===== src/rtl/scc_dmem_bridge_pkg.sv =====
// ============================================================================
// Module      : scc_dmem_pkg
// Description : Shared types and constants for the SCC data-memory bridge.
//               State encoding, error read data, default geometry and the
//               width rule for the optional request watchdog.
// Revision    : 1.0 - initial release
// ============================================================================
`default_nettype none

package scc_dmem_pkg;

   // Bridge transaction states.
   typedef enum logic [1:0] {
      IDLE = 2'd0,
      REQ  = 2'd1,
      RESP = 2'd2
   } dmem_state_e;

   // Data returned to the core when a read is aborted by the watchdog.
   localparam logic [31:0] DMEM_ERR_DATA = 32'hFFFF_FFFF;

   // Default word-address width and watchdog limit.
   localparam int unsigned DMEM_ADDR_W_DEF  = 16;
   localparam int unsigned DMEM_TIMEOUT_DEF = 255;

   // Watchdog counter width: wide enough for the limit, clamped to 8..16 bits.
   function automatic int unsigned dmem_cnt_width(input int unsigned cyc);
      int unsigned w;
      w = $clog2(cyc + 1);
      if (w < 8)  w = 8;
      if (w > 16) w = 16;
      return w;
   endfunction

endpackage

`default_nettype wire


===== src/rtl/scc_dmem_bridge_if.sv =====
// ============================================================================
// Module      : scc_dmem_bridge_if
// Description : Word-wide req/ack data-memory bus. The bridge drives the
//               master side, the memory the slave side.
// Revision    : 1.0 - initial release
// ============================================================================
`default_nettype none

interface scc_dmem_bridge_if
   import scc_dmem_pkg::*;
#(
   parameter int unsigned ADDR_W = DMEM_ADDR_W_DEF
) ();

   logic              req;    // request, held until ack
   logic              we;     // 1 = write, 0 = read
   logic [ADDR_W-1:0] addr;   // word address
   logic [31:0]       wdata;  // write data
   logic              ack;    // one-cycle completion strobe
   logic [31:0]       rdata;  // read data, valid with ack

   modport master (
      output req,
      output we,
      output addr,
      output wdata,
      input  ack,
      input  rdata
   );

   modport slave (
      input  req,
      input  we,
      input  addr,
      input  wdata,
      output ack,
      output rdata
   );

endinterface

`default_nettype wire


===== src/rtl/scc_dmem_bridge_timeout.sv =====
// ============================================================================
// Module      : scc_dmem_timeout
// Description : Request watchdog. Clears when a request is issued, counts
//               every cycle the request is outstanding and flags expiry in
//               the LIMIT-th outstanding cycle.
//               Only instantiated when SCC_DMEM_TIMEOUT_EN is defined.
// Revision    : 1.0 - initial release
// ============================================================================
`default_nettype none

module scc_dmem_timeout #(
   parameter int unsigned LIMIT = 255,
   parameter int unsigned CNT_W = 8
) (
   input  logic clk,
   input  logic reset,     // asynchronous, active-low
   input  logic clr_i,     // request being issued this cycle
   input  logic en_i,      // request outstanding this cycle
   output logic expire_o   // this outstanding cycle is the last allowed one
);

   // Count value seen during the LIMIT-th outstanding cycle.
   localparam logic [CNT_W-1:0] c_last = CNT_W'(LIMIT - 1);

   logic [CNT_W-1:0] cnt_q;

   assign expire_o = en_i && (cnt_q == c_last);

   // Clear on issue, advance once per outstanding cycle.
   always_ff @(posedge clk or negedge reset) begin
      if (!reset) begin
         cnt_q <= '0;
      end else if (clr_i) begin
         cnt_q <= '0;
      end else if (en_i) begin
         cnt_q <= cnt_q + 1'b1;
      end
   end

endmodule

`default_nettype wire


===== src/rtl/scc_dmem_bridge.sv =====
// ============================================================================
// Module      : scc_dmem_bridge
// Description : Bridge from the SCC core data port to a variable-latency
//               word-wide req/ack data memory. Stalls the core for the
//               duration of each aligned access, rejects misaligned ones
//               with a one-cycle misalign pulse.
//               Optional macro SCC_DMEM_TIMEOUT_EN adds a request watchdog
//               that aborts after TIMEOUT_CYC cycles and pulses bus_err.
// Revision    : 1.0 - initial release
// ============================================================================
`default_nettype none

module scc_dmem_bridge
   import scc_dmem_pkg::*;
#(
   parameter int unsigned ADDR_W      = DMEM_ADDR_W_DEF,
   parameter int unsigned TIMEOUT_CYC = DMEM_TIMEOUT_DEF
) (
   input  logic              clk,
   input  logic              reset,       // asynchronous, active-low
   input  logic [31:0]       data_addr,
   input  logic [31:0]       data_out,
   input  logic              data_read,
   input  logic              data_write,
   output logic [31:0]       data_in,
   output logic              stall,
   output logic              misalign,
   output logic              bus_err,
   scc_dmem_bridge_if.master mem
);

   dmem_state_e       state_q;
   logic [31:0]       data_in_q;
   logic              misalign_q;
   logic              mem_req_q;
   logic              mem_we_q;
   logic [ADDR_W-1:0] mem_addr_q;
   logic [31:0]       mem_wdata_q;

   logic w_access;
   logic w_aligned;
   logic w_issue;

   assign w_access  = data_read | data_write;
   assign w_aligned = (data_addr[1:0] == 2'b00);
   // An aligned access seen in IDLE is issued at this edge.
   assign w_issue   = (state_q == IDLE) && w_access && w_aligned;

   // The core is held from the moment an aligned access is seen until RESP.
   assign stall    = w_issue || (state_q == REQ);
   assign data_in  = data_in_q;
   assign misalign = misalign_q;

   assign mem.req   = mem_req_q;
   assign mem.we    = mem_we_q;
   assign mem.addr  = mem_addr_q;
   assign mem.wdata = mem_wdata_q;

   // Address bits above the memory word address are deliberately dropped.
   if (ADDR_W + 2 < 32) begin : g_addr_hi
      logic w_unused_addr_hi;
      assign w_unused_addr_hi = |data_addr[31:ADDR_W+2];
   end

`ifdef SCC_DMEM_TIMEOUT_EN
   logic bus_err_q;
   logic w_expire;

   scc_dmem_timeout #(
      .LIMIT (TIMEOUT_CYC),
      .CNT_W (dmem_cnt_width(TIMEOUT_CYC))
   ) u_timeout (
      .clk      (clk),
      .reset    (reset),
      .clr_i    (w_issue),
      .en_i     (state_q == REQ),
      .expire_o (w_expire)
   );

   assign bus_err = bus_err_q;
`else
   // Without the watchdog a request waits for its ack indefinitely.
   localparam int unsigned c_unused_timeout = TIMEOUT_CYC;
   assign bus_err = 1'b0;
`endif

   // Transaction FSM with registered memory-side and status outputs.
   always_ff @(posedge clk or negedge reset) begin
      if (!reset) begin
         state_q     <= IDLE;
         data_in_q   <= '0;
         misalign_q  <= 1'b0;
         mem_req_q   <= 1'b0;
         mem_we_q    <= 1'b0;
         mem_addr_q  <= '0;
         mem_wdata_q <= '0;
`ifdef SCC_DMEM_TIMEOUT_EN
         bus_err_q   <= 1'b0;
`endif
      end else begin
         misalign_q <= 1'b0;
`ifdef SCC_DMEM_TIMEOUT_EN
         bus_err_q  <= 1'b0;
`endif
         case (state_q)
            IDLE: begin
               // A stray ack here belongs to nothing and is ignored.
               if (w_access) begin
                  if (w_aligned) begin
                     mem_req_q   <= 1'b1;
                     mem_we_q    <= data_write;   // write wins over read
                     mem_addr_q  <= data_addr[ADDR_W+1:2];
                     mem_wdata_q <= data_out;
                     state_q     <= REQ;
                  end else begin
                     misalign_q  <= 1'b1;
                  end
               end
            end
            REQ: begin
               if (mem.ack) begin
                  mem_req_q <= 1'b0;
                  if (!mem_we_q) begin
                     data_in_q <= mem.rdata;
                  end
                  state_q <= RESP;
               end
`ifdef SCC_DMEM_TIMEOUT_EN
               else if (w_expire) begin
                  // Ack in the expiry cycle wins; only a silent memory aborts.
                  mem_req_q <= 1'b0;
                  bus_err_q <= 1'b1;
                  if (!mem_we_q) begin
                     data_in_q <= DMEM_ERR_DATA;
                  end
                  state_q <= RESP;
               end
`endif
            end
            RESP: begin
               // Core completes here; its request is not re-sampled.
               state_q <= IDLE;
            end
            default: begin
               state_q <= IDLE;
            end
         endcase
      end
   end

endmodule

`default_nettype wire


===== src/flat_wrapper.sv =====
// flat-port wrapper written by rule: the top's interface ports become plain ports
module scc_dmem_bridge_flat import scc_dmem_pkg::*;
#(
   parameter int unsigned ADDR_W      = DMEM_ADDR_W_DEF,
   parameter int unsigned TIMEOUT_CYC = DMEM_TIMEOUT_DEF
)
  (clk, reset, data_addr, data_out, data_read, data_write, data_in, stall, misalign, bus_err, mem_req, mem_we, mem_addr, mem_wdata, mem_ack, mem_rdata);
  scc_dmem_bridge_if #(.ADDR_W(ADDR_W)) mem_i ();
  input  logic clk;
  input  logic reset;
  input  logic [31:0] data_addr;
  input  logic [31:0] data_out;
  input  logic data_read;
  input  logic data_write;
  output logic [31:0] data_in;
  output logic stall;
  output logic misalign;
  output logic bus_err;
  output wire logic [$bits(mem_i.req)-1:0] mem_req;
  output wire logic [$bits(mem_i.we)-1:0] mem_we;
  output wire logic [$bits(mem_i.addr)-1:0] mem_addr;
  output wire logic [$bits(mem_i.wdata)-1:0] mem_wdata;
  input wire logic [$bits(mem_i.ack)-1:0] mem_ack;
  input wire logic [$bits(mem_i.rdata)-1:0] mem_rdata;
  assign mem_req = mem_i.req;
  assign mem_we = mem_i.we;
  assign mem_addr = mem_i.addr;
  assign mem_wdata = mem_i.wdata;
  assign mem_i.ack = mem_ack;
  assign mem_i.rdata = mem_rdata;
  scc_dmem_bridge #(.ADDR_W(ADDR_W), .TIMEOUT_CYC(TIMEOUT_CYC)) u_core (.clk(clk), .reset(reset), .data_addr(data_addr), .data_out(data_out), .data_read(data_read), .data_write(data_write), .data_in(data_in), .stall(stall), .misalign(misalign), .bus_err(bus_err), .mem(mem_i));
endmodule

===== config.mk =====
export PLATFORM = sky130hd
export DESIGN_NAME = scc_dmem_bridge_flat
export DESIGN_NICKNAME = d
export VERILOG_FILES = /design/src/rtl/scc_dmem_bridge_pkg.sv /design/src/rtl/scc_dmem_bridge_if.sv /design/src/rtl/scc_dmem_bridge_timeout.sv /design/src/rtl/scc_dmem_bridge.sv /design/src/flat_wrapper.sv
export SDC_FILE = /design/constraint.sdc
export NUM_CORES = 1
export LEC_CHECK = 0
export BUFFER_PORTS_ARGS = -buffer_cell sky130_fd_sc_hd__buf_4
export CAP_MARGIN = 25
export CORE_MARGIN = 1.5
export CORE_UTILIZATION = 44
export DETAILED_ROUTE_END_ITERATION = 6
export HOLD_SLACK_MARGIN = 0.12
export MAX_ROUTING_LAYER = met4
export PLACE_DENSITY = 0.82
export SETUP_SLACK_MARGIN = 0.2
export SYNTH_ARGS = -nofsm -noshare
export SYNTH_HDL_FRONTEND = slang
export SYNTH_SLANG_ARGS = --single-unit

===== constraint.sdc =====
create_clock -name clk -period 1.8 [get_ports clk]
set_input_delay 0.36 -clock clk [delete_from_list [all_inputs] [get_ports clk]]
set_output_delay 0.36 -clock clk [all_outputs]
set_load 0.02 [all_outputs]

== After elaboration in Yosys (flattened, before gate mapping) ==
Index checks and enable logic that the tools add are counted.

* Register bits after elaboration: 85
* Bits of input ports: 101
* Output and inout bits: 85
* Logic and storage cells: 34

* Eq/ne operators: 4
* Multiplexer cells: 11
* Bitwise gates (word level): 2
* Reduce and logical (&&, ||, !) cells: 10

{| class="wikitable"
|+ Operator list
! cell !! number
|-
| AND reduction 3 bit || 3
|-
| 2-to-1 mux 1 bit || 6
|-
| 2-to-1 mux 2 bit || 3
|-
| zero test 2 bit || 2
|-
| != test 2 x 1 -> 1 bit, second input constant || 2
|-
| one-hot mux 2 bit (2 select lines) || 1
|-
| AND reduction 4 bit || 1
|-
| == test 2 x 1 -> 1 bit, second input constant || 1
|-
| logical AND 1 bit || 2
|-
| != test 2 bit, second input constant || 1
|-
| one-hot mux 1 bit (2 select lines) || 1
|-
| nonzero test 2 bit || 1
|-
| logical OR 1 bit || 1
|-
| inverter 1 bit || 1
|-
| bitwise OR 1 bit || 1
|}

== Longest topological paths before layout ==
* Depth after elaboration: 4
* Depth in mapped cells: 5
* Depth with buffers taken out: 3

== Least setup slack after synthesis ==
No wires, ideal clock.

* Path kind: flip-flop to flip-flop
* From: register u_core.state_q[1]
* To: register u_core.mem_wdata_q[11] (netlist: u_core.mem.wdata[11])
* Data arrival time: 1.482 ns
* Data required time: 1.675 ns
* Path slack: 0.193 ns
* Stages on the path, launching flop included: 6
* Clock period less this slack: 1.607 ns
* Cells stage by stage: dfrtp_1 > nor4_4 > and2b_4 > buf_12 > buf_12 > mux2_4

* Longest elaborated chain between the ends: 2

{| class="wikitable"
|+ Ends and longest elaborated chain
! what !! RTL line !! text
|-
| start, declared || scc_dmem_bridge.sv:32 || <nowiki>dmem_state_e state_q;</nowiki>
|-
| start signal, assigned || scc_dmem_bridge.sv:90 || <nowiki>state_q <= IDLE;</nowiki>
|-
| start signal, assigned || scc_dmem_bridge.sv:114 || <nowiki>state_q <= REQ;</nowiki>
|-
| start signal, assigned || scc_dmem_bridge.sv:126 || <nowiki>state_q <= RESP;</nowiki>
|-
| zero test 2 bit || scc_dmem_bridge.sv:105 || <nowiki>case (state_q)</nowiki>
|-
| AND reduction 3 bit (no line) || - ||
|-
| end signal, assigned || scc_dmem_bridge.sv:113 || <nowiki>mem_wdata_q <= data_out;</nowiki>
|-
| end, declared || scc_dmem_bridge.sv:38 || <nowiki>logic [31:0] mem_wdata_q;</nowiki>
|}

Every way passes these cells.
A chain may end at the register's enable or synchronous reset.

== Worst setup path after layout ==
* From: register u_core.state_q[0]
* To: register u_core.mem_wdata_q[1] (netlist: u_core.mem.wdata[1])

Same word-level chain as after synthesis.

==> results_dict.tcl <==
set metrics [dict create \
    synth_cell_types 16 \
    initial_utilization_pct 45.7 \
    clock_sinks 85 \
    slew_violations 0 \
    final_cell_mix "177 x buf_4, 85 x dfrtp_1, 48 x mux2_4" \
    timing.reg2reg.setup_slack_ns 0.02 \
    rsz0062_at_grt "true" \
    insertion_delay_ns 0.34 \
    grt_first_pass_wirelength_um 12900 \
    ant_nets 0 \
    drive_gt1_share_pct 74.7 \
    worstSetupPathType "reg2reg" \
    top_level_ports 186 \
    cp.arrival_ns 2.00 \
    p_seq_share_pct 37.3 \
    crit_path_frequent_cell "buf_12" \
    ctsHtreeMaxLevel 3 \
    cts_buffers 9 \
    coreArea_um2 7250 \
    dp_slack_ns 0.114 \
    worstPathCellList "nor4_4, buf_4, and2b_4, buf_12, buf_12, buf_12, mux2_4" \
    grt_pass1_vias 2613 \
    antenna_found_initial 0 \
    die-width_um 89.8 \
    rows 31 \
    grt_use_total_pct 20.9 \
    portBuffers 170 \
    finalHoldViolCount 0 \
    hold_end "u_core.state_q[0]" \
    powerDensity_nw_per_um2 1460 \
    p_sw_uw 2560 \
    critical-path-max-stage-delay_ns 0.42 \
    intPower_uw 5450 \
    nets 495 \
    ys_seq_area_share_pct 64.2 \
    netlist_area_um2 3310 \
    drc 0 \
    syn_nets 292 \
    wl_per_cell_um 16.4 \
    worst-path-max-fanout 7 \
    r2r_start "u_core.state_q[0]" \
    hold_depth 2 \
    setup_viol 0 \
    clock_power_share_pct 21.3 \
    holdCritStartpoint "mem_ack" \
    gp_routability_congestion 0.706 \
    synthToLayoutAreaGrowth_pct 65.1 \
    crit_slowest_cell "dfrtp_1" \
    p_comb_share_pct 41.4 \
    outcome "finished, final reports clean" \
    dr_total_vias 2341 \
    cp-start-kind "flip-flop" \
    first_iter_violations 46 \
    layout_commonest_cell "buf_4" \
    worstPathRequired_ns 2.02 \
    cts_tree "built" \
    fin_crit_ns 1.78 \
    maxCapViolCount 0 \
    synth_area_per_cell_um2 17.3 \
    antenna-diode-count 0 \
    layout_setup_ws_ns 0.0218 \
    die_h_um 89.8 \
    min_path_type "in2reg" \
    final_util_pct 75.4 \
    p_leak_uw 0.00271 \
    dp_hpwl_um 5350 \
    worstRegToRegCells 7 \
    vdd_drop_max_mv 0.895 \
    vias_per_cell 4.70 \
    finalSetupTns_ns 0 \
    timing.fmax_mhz 562 \
    fin_skew_ns 0.00742 \
    grt_overflow 0 \
    clk_pin_slew_ns 0.08 \
    synth_seq_cells 85 \
    drt-pass1-iter-count 4 \
    fin_hold_ws_ns 0.221 \
    r2r_end "u_core.mem.wdata[1]" \
    netlist_instances 191 \
    yosysWarnings 0 \
    critPathCaptureType "flip-flop" \
    fin_crit_sh_pct 98.8 \
    swShare_pct 31.9 \
    clockRootBuffer "clkbuf_8" \
    drt-total-wl_um 8150 \
    cts_max_path_buffers 2 \
    grt_max_degree 41 \
    die_area_um2 8060 \
]
## worst max path at each step
stage	from	to
2_1_floorplan	u_core.state_q[0]	u_core.mem.wdata[11]
3_3_place_gp	data_addr[0]	u_core.mem.wdata[17]
3_5_place_dp	data_addr[0]	u_core.mem.wdata[22]
4_1_cts	u_core.state_q[0]	stall
5_1_grt	u_core.state_q[0]	u_core.mem.wdata[4]
6_report	u_core.state_q[0]	u_core.mem.wdata[1]
## kinds of logic after synthesis
kind of cell           synth area share, %
other                                0.113
AO/OA/AOI/OAI                        0.567
multiplexers                          29.5
AND/OR/NAND/NOR                       2.34
flip-flops                            64.2
buffers and inverters                 3.29
## synth_stat cells
| cell | n | share of area [%] |
|---|---|---|
| a22o_1 | 1 | 0.26 |
| and2b_4 | 1 | 0.30 |
| buf_12 | 3 | 1.8 |
| buf_4 | 6 | 1.4 |
| conb_1 | 1 | 0.11 |
| dfrtp_1 | 85 | 64 |
| inv_1 | 1 | 0.11 |
| mux2_2 | 60 | 20 |
| mux2_4 | 20 | 9.1 |
| nand2_1 | 4 | 0.45 |
| nand2b_1 | 1 | 0.19 |
| nand3b_1 | 1 | 0.23 |
| nor2_1 | 3 | 0.34 |
| nor4_1 | 1 | 0.19 |
| nor4_4 | 1 | 0.64 |
| o21ai_0 | 2 | 0.30 |
## per-layer routing
layer / track usage, % / up-vias / share of wire [%]
met4: 7.54 / 0 / 0.77
met3: 3.81 / 7 / 4.9
met2: 34.3 / 104 / 51
li1: - / 1067 / -
met1: 26.1 / 1163 / 43
met5: - / - / 0
## flip-flops by register name, indices dropped and copies added, names as in the netlist
name,cells
u_core.data_in,32
u_core.mem.wdata,32
u_core.mem.addr,16
u_core.state_q,2
u_core.mem.req,1
u_core.mem.we,1
u_core.misalign,1
## stage by stage
stage                     cell area [um^2]  power (uW)  cells
final                                 5470        8010    498
after global routing                  5470        8360    498
after CTS                             5280        7950    492
after detailed placement              4750        6100    461
after global placement                4750        6010    461
after floorplan                       3310        4600    191
## cell type report
type / count / area [um^2]
flip-flops and latches: 85 / 2130
fillers: 464 / 1790
repair buffers: 201 / 1750
multi-input cells: 96 / 1200
clock buffers: 12 / 135
well taps: 99 / 124
clock inverters: 4 / 120
inverters: 1 / 3.75
## timing repair
item | in CTS | in global routing
setup endpoints to repair | 39 | 50
hold endpoints to repair | 13 | 0
hold buffers | 1 | 0
cloned | 2 | 3
setup buffers | 12 | 3
pin swaps | 2 | 2
resized for setup | 25 | 20
## worst max-delay path: cells and delay by family, from the launching register on
family | cells | cell delay [ns]
buf+inv | 4 | 0.50
flops | 1 | 0.42
simple gates | 2 | 0.46
mux | 1 | 0.30
## power by group through the flow
stage / Clock, uW / Sequential (uW) / Combinational [uW]
floorplan: 0 / 3820 / 782
global placement: 0 / 2960 / 3050
detailed placement: 0 / 3000 / 3100
CTS: 1740 / 2970 / 3240
global route: 1810 / 3070 / 3480
finish: 1710 / 2980 / 3320
(Power assumes the default switching activity.)
